**src/rtl/rv32i_types.sv**
```systemverilog
// Shared types for the memory port arbiter.
//   arb_state_t : arbiter FSM states
//   arb_req_t   : one latched memory request (op, mask, address, write data)
// Struct field widths are fixed by ARB_ADDR_W / ARB_DATA_W. The arbiter's
// ADDR_W / DATA_W must not exceed them.
package rv32i_types;
    localparam int ARB_ADDR_W = 32;
    localparam int ARB_DATA_W = 32;

    typedef enum logic [1:0] {IDLE, SERVE_A, SERVE_B} arb_state_t;

    typedef struct packed {
        logic                  read;
        logic                  write;
        logic [3:0]            wmask;
        logic [ARB_ADDR_W-1:0] address;
        logic [ARB_DATA_W-1:0] wdata;
    } arb_req_t;
endpackage

```
**src/rtl/arb_starve_ctr.sv**
```systemverilog
// Saturating counter of consecutive contended data-side wins.
//   clk, rst_n : clock, synchronous active-low reset
//   inc        : count one more contended D-side win (ignored at the limit)
//   clr        : clear (has priority over inc)
//   limit      : saturation value
//   at_limit   : count has reached limit
module arb_starve_ctr #(
    parameter int W = 4
) (
    input  logic         clk,
    input  logic         rst_n,
    input  logic         inc,
    input  logic         clr,
    input  logic [W-1:0] limit,
    output logic         at_limit
);
    logic [W-1:0] count;

    assign at_limit = (count == limit);

    always_ff @(posedge clk) begin
        if (!rst_n)                 count <= '0;
        else if (clr)               count <= '0;
        else if (inc && !at_limit)  count <= count + 1'b1;
    end
endmodule

```
**src/rtl/mem_port_arbiter.sv**
```systemverilog
// Shares one memory port between instruction fetch (port a, read-only) and
// the data side (port b, read/write). A grant is latched in IDLE and held on
// pmem_* until pmem_resp; the response is routed back combinationally.
// Ports:
//   clk, rst_n                       : clock, synchronous active-low reset
//   read_a, address_a                : fetch request
//   rdata_a, resp_a                  : fetch response
//   read_b, write, wmask, address_b,
//   wdata                            : data request
//   rdata_b, resp_b                  : data response
//   pmem_read/write/wmask/address/
//   wdata, pmem_rdata, pmem_resp     : shared memory port
// Build option: MEM_ARB_ROUND_ROBIN_EN makes contended grants alternate;
// otherwise the data side wins contention with a starvation counter
// forcing a fetch grant after STARVE_LIMIT consecutive contended D wins.
module mem_port_arbiter
    import rv32i_types::*;
#(
    parameter int ADDR_W       = 32,
    parameter int DATA_W       = 32,
    parameter int STARVE_LIMIT = 4
) (
    input  logic              clk,
    input  logic              rst_n,
    input  logic              read_a,
    input  logic [ADDR_W-1:0] address_a,
    output logic [DATA_W-1:0] rdata_a,
    output logic              resp_a,
    input  logic              read_b,
    input  logic              write,
    input  logic [3:0]        wmask,
    input  logic [ADDR_W-1:0] address_b,
    input  logic [DATA_W-1:0] wdata,
    output logic [DATA_W-1:0] rdata_b,
    output logic              resp_b,
    output logic              pmem_read,
    output logic              pmem_write,
    output logic [3:0]        pmem_wmask,
    output logic [ADDR_W-1:0] pmem_address,
    output logic [DATA_W-1:0] pmem_wdata,
    input  logic [DATA_W-1:0] pmem_rdata,
    input  logic              pmem_resp
);
    arb_state_t state;
    arb_req_t   req_q;
    logic       req_a, req_b, grant_a, grant_b;

`ifdef MEM_ARB_ROUND_ROBIN_EN
    logic last_grant;  // 0 = A, 1 = B

    always_comb begin
        req_a   = read_a;
        req_b   = read_b | write;
        // Contended: serve the side that did not win last time.
        grant_b = req_b & (!req_a | !last_grant);
        grant_a = req_a & !grant_b;
    end

    always_ff @(posedge clk) begin
        if (!rst_n)                                 last_grant <= 1'b0;
        else if (state == IDLE && grant_b)          last_grant <= 1'b1;
        else if (state == IDLE && grant_a)          last_grant <= 1'b0;
    end
`else
    logic at_limit, cnt_inc, cnt_clr;

    always_comb begin
        req_a   = read_a;
        req_b   = read_b | write;
        grant_a = req_a & (!req_b | at_limit);
        grant_b = req_b & !grant_a;
        // Only contended B wins count; any A grant resets the streak.
        cnt_inc = (state == IDLE) & grant_b & req_a;
        cnt_clr = (state == IDLE) & grant_a;
    end

    arb_starve_ctr #(.W(4)) u_starve (
        .clk      (clk),
        .rst_n    (rst_n),
        .inc      (cnt_inc),
        .clr      (cnt_clr),
        .limit    (4'(STARVE_LIMIT)),
        .at_limit (at_limit)
    );
`endif

    always_ff @(posedge clk) begin
        if (!rst_n) begin
            state <= IDLE;
            req_q <= '0;
        end else begin
            case (state)
                IDLE: begin
                    if (grant_b) begin
                        // A simultaneous read+write is treated as a write.
                        req_q.read    <= read_b & ~write;
                        req_q.write   <= write;
                        req_q.wmask   <= wmask;
                        req_q.address <= ARB_ADDR_W'(address_b);
                        req_q.wdata   <= ARB_DATA_W'(wdata);
                        state         <= SERVE_B;
                    end else if (grant_a) begin
                        req_q.read    <= 1'b1;
                        req_q.write   <= 1'b0;
                        req_q.wmask   <= 4'h0;
                        req_q.address <= ARB_ADDR_W'(address_a);
                        req_q.wdata   <= '0;
                        state         <= SERVE_A;
                    end
                end
                SERVE_A, SERVE_B: begin
                    // Request inputs are not looked at here: drops don't abort.
                    if (pmem_resp) begin
                        req_q.read  <= 1'b0;
                        req_q.write <= 1'b0;
                        state       <= IDLE;
                    end
                end
                default: state <= IDLE;
            endcase
        end
    end

    assign pmem_read    = req_q.read;
    assign pmem_write   = req_q.write;
    assign pmem_wmask   = req_q.wmask;
    assign pmem_address = req_q.address[ADDR_W-1:0];
    assign pmem_wdata   = req_q.wdata[DATA_W-1:0];

    assign resp_a  = (state == SERVE_A) & pmem_resp;
    assign resp_b  = (state == SERVE_B) & pmem_resp;
    assign rdata_a = pmem_rdata;
    assign rdata_b = pmem_rdata;
endmodule

```
**config.mk**
```make
export PLATFORM = sky130hd
export DESIGN_NAME = mem_port_arbiter
export DESIGN_NICKNAME = d
export VERILOG_FILES = /design/src/rtl/rv32i_types.sv /design/src/rtl/arb_starve_ctr.sv /design/src/rtl/mem_port_arbiter.sv
export SDC_FILE = /design/constraint.sdc
export NUM_CORES = 1
export LEC_CHECK = 0
export ABC_AREA = 0
export BUFFER_PORTS_ARGS = -buffer_cell sky130_fd_sc_hd__buf_2
export CORE_AREA = 2 2 107 109
export DETAILED_ROUTE_END_ITERATION = 12
export DIE_AREA = 0 0 109 111
export PLACE_DENSITY = 0.68
export SLEW_MARGIN = 0
export SYNTH_ARGS = -nofsm -noshare
export SYNTH_HDL_FRONTEND = slang
export SYNTH_SLANG_ARGS = --single-unit
```
**constraint.sdc**
```tcl
create_clock -name clk -period 1.96 [get_ports clk]
set_clock_uncertainty 0.15 [all_clocks]
set_input_delay 0.294 -clock clk [delete_from_list [all_inputs] [get_ports clk]]
set_output_delay 0.294 -clock clk [all_outputs]
set_load 0.02 [all_outputs]
```
==> qor.csv <==
stage;metric;value;unit
setup_path;rr_startpoint;state[1]$_SDFFE_PN0P_;
logic_synthesis;synth.top_cell.area_share;43.0;%
pwr;leakagePower;0.00204;µW
setup_path;critPathCaptureType;register;
setup_path;cp_max_fo;36;
global_route;grt_pass1_wl;16.0;mm
clocking;clk_latency;0.33;ns
hold_path;hp-class;in -> reg;
outcome;status;finished, final reports clean;
placed_design;place_hpwl;7.29;mm
timing;period_needed;1.80;ns
placed_design;numPlacedInstances;625;
timing;max_slew.worst_pin.slew;0.783;ns
setup_path;crit_path_start;state[1]$_SDFFE_PN0P_;
setup_path;path_class;reg -> reg;
routing;avgRoutedWirePerCell;16.0;µm
floorplan;ios;274;
setup_path;startpoint_type;register;
hold_path;min-delay-start;wdata[3];
global_route;antenna_found_initial;1;
routing;routed_wl;10.3;mm
setup_path;arrival;1.88;ns
global_route;overflow;0;
placed_design;io_buffers;177;
routing;vias;3361;
routing;drtPass1Iterations;5;
logic_synthesis;synth.avg_cell_area;9.04;µm²
logic_synthesis;synth_ff_type;dfxtp_1;
floorplan;start_util;31.9;%
logic_synthesis;yosysTopAreaCell;dfxtp_1;
clocking;cts_max_path_buffers;2;
clocking;cts_buffers;9;
floorplan;dieArea;12100;µm²
placed_design;gp_congestion;0.762;
placed_design;pre_cts_slack;0.169;ns
routing;drc;0;
clocking;cts_tree;done;
layout;drive_above_1_share;41.4;%
layout;area_growth;24.8;%
timing;setup_ws;0.157;ns
logic_synthesis;synthTopCellsByArea;dfxtp_1 (43%), buf_4 (14%), o21ai_0 (9.3%);
timing;hold_violations;0;
timing;rsz0062_at_grt;no;
logic_synthesis;synth_fp_nets;534;
logic_synthesis;synth_most_common_cell;dfxtp_1;
logic_synthesis;synth_edf_count;0;
timing;finalSetupViolCount;0;
floorplan;die_x;109;µm
setup_path;required;2.03;ns
layout;nets;638;
timing;slew_headroom;47.8;%
clocking;cts_resized;0;
routing;ant_nets;0;
timing;period_share;92.0;%
clocking;post_cts_buffers;0;
clocking;clk_pin_slew;0.06;ns
logic_synthesis;seq_area_frac_synth;43.0;%
flow_run;drv_cap;0;
logic_synthesis;syn_area;3540;µm²
floorplan;core;11100;µm²
global_route;grt_use_total;17.0;%
logic_synthesis;yosysUniqueCellTypes;31;
logic_synthesis;yosysWarnings;0;
clocking;htreeDepth;3;
placed_design;post_dp_cell_area;4110;µm²
layout;final_cell_count_no_fill;643;
clocking;cts_root_buffer;clkbuf_16;
layout;antenna_cells;0;
logic_synthesis;yosys_register_bits;76;
logic_synthesis;yosys-top-cells-count;dfxtp_1 (76), o21ai_0 (66), buf_4 (64);
timing;fmax;555;MHz
logic_synthesis;async_flop_share;0;%
logic_synthesis;syn_inst;391;
global_route;grt_max_degree;40;
timing;tns;0;ns
layout;final_area;4410;µm²
pwr;vdd_ir_drop_max;0.000534;V
floorplan;fp-row-count;39;
routing;vias_per_cell;5.23;
global_route;grt_pass1_vias;3303;
clocking;numClockSinks;76;
pwr;p_per_area;1010;nW/µm²
floorplan;die_height;111;µm
timing;drv_slew;0;
routing;drt_iter0_markers;219;
## per-layer routing
layer  track usage [%]  share of wire (%)  vias up
met5                 0               0.13        -
met4              7.86                3.1        2
met3              5.53                 10       36
met2              29.6                 49      193
met1              18.2                 38     1549
li1                  -                  -     1581
## logic make-up (layout without fill, tap and decap cells)
group	after synthesis	count (layout)	share of synthesized area, %
adders and majority gates	5	5	1.77
and+or+nand+nor	30	30	5.56
AOI/OAI and AO/OA	180	180	31.1
buffers and inverters	100	209	18.5
DFF	76	76	43.0
## cell type report
type	instances	area [µm²]
fill	1101	6660
sequential	76	1520
multi-input combinational	215	1370
timing repair buffer	188	1040
clock buffer	9	225
tap	143	179
clock inverter	7	62.6
inverter	5	18.8
## repair_timing
action | CTS | global route
endpoints found under the setup margin | 0 | 0
hold buffers | 2 | 0
hold endpoints to repair | 2 | 0
## placed cells by master (no fill, tap or decap), types with 2 or more instances in the layout
| master | n |
|---|---|
| a21oi_1 | 38 |
| o31ai_1 | 2 |
| nand4_1 | 4 |
| dfxtp_1 | 76 |
| nor2_2 | 2 |
| a31oi_1 | 34 |
| buf_4 | 4 |
| nand4b_1 | 4 |
| buf_12 | 5 |
| nand2_1 | 6 |
| nand3_1 | 2 |
| buf_2 | 177 |
| ha_1 | 5 |
| inv_6 | 4 |
| and2_1 | 3 |
| o21ai_0 | 66 |
| dlygate4sd3_1 | 2 |
| a22o_1 | 36 |
| inv_1 | 4 |
| clkbuf_16 | 9 |
| and4b_1 | 2 |
## final timing paths
path                                                    end  slack (ns)  cells after the start
worst max-delay path             pmem_wdata[2]$_SDFFE_PN0P_        0.16                      6
worst min-delay path             pmem_wdata[3]$_SDFFE_PN0P_        0.02                      2
worst min register to register  pmem_wdata[19]$_SDFFE_PN0P_        0.32                      1
worst max register to register   pmem_wdata[2]$_SDFFE_PN0P_        0.16                      6
## stage by stage
step | power, µW | utilization, % | hold slack, ns
after global placement | 2860 | 37.1 | 0.306
after global routing | 4680 | 39.9 | 0.00256
after detailed placement | 2880 | 37.1 | 0.310
after floorplan | 2640 | - | 0.270
final | 4440 | 39.9 | 0.0184
after CTS | 4510 | 39.9 | 0.000377
## registers in the layout (all words and copies together), names as in the netlist
register,count
pmem_address,32
pmem_read,1
pmem_wdata,32
pmem_wmask,4
pmem_write,1
state,2
u_starve.count,4
## critical path: stages (launching register included)
cell	delay [ns]
dfxtp_1	0.32
inv_1	0.08
ha_1	0.36
o31a_1	0.29
nor2_2	0.07
buf_12	0.17
a22o_1	0.24
## where the power goes
part	internal (µW)	switching [µW]
combinational	411	625
clock	886	701
sequential	1730	91.3
Power figures use the tool's default switching activity.
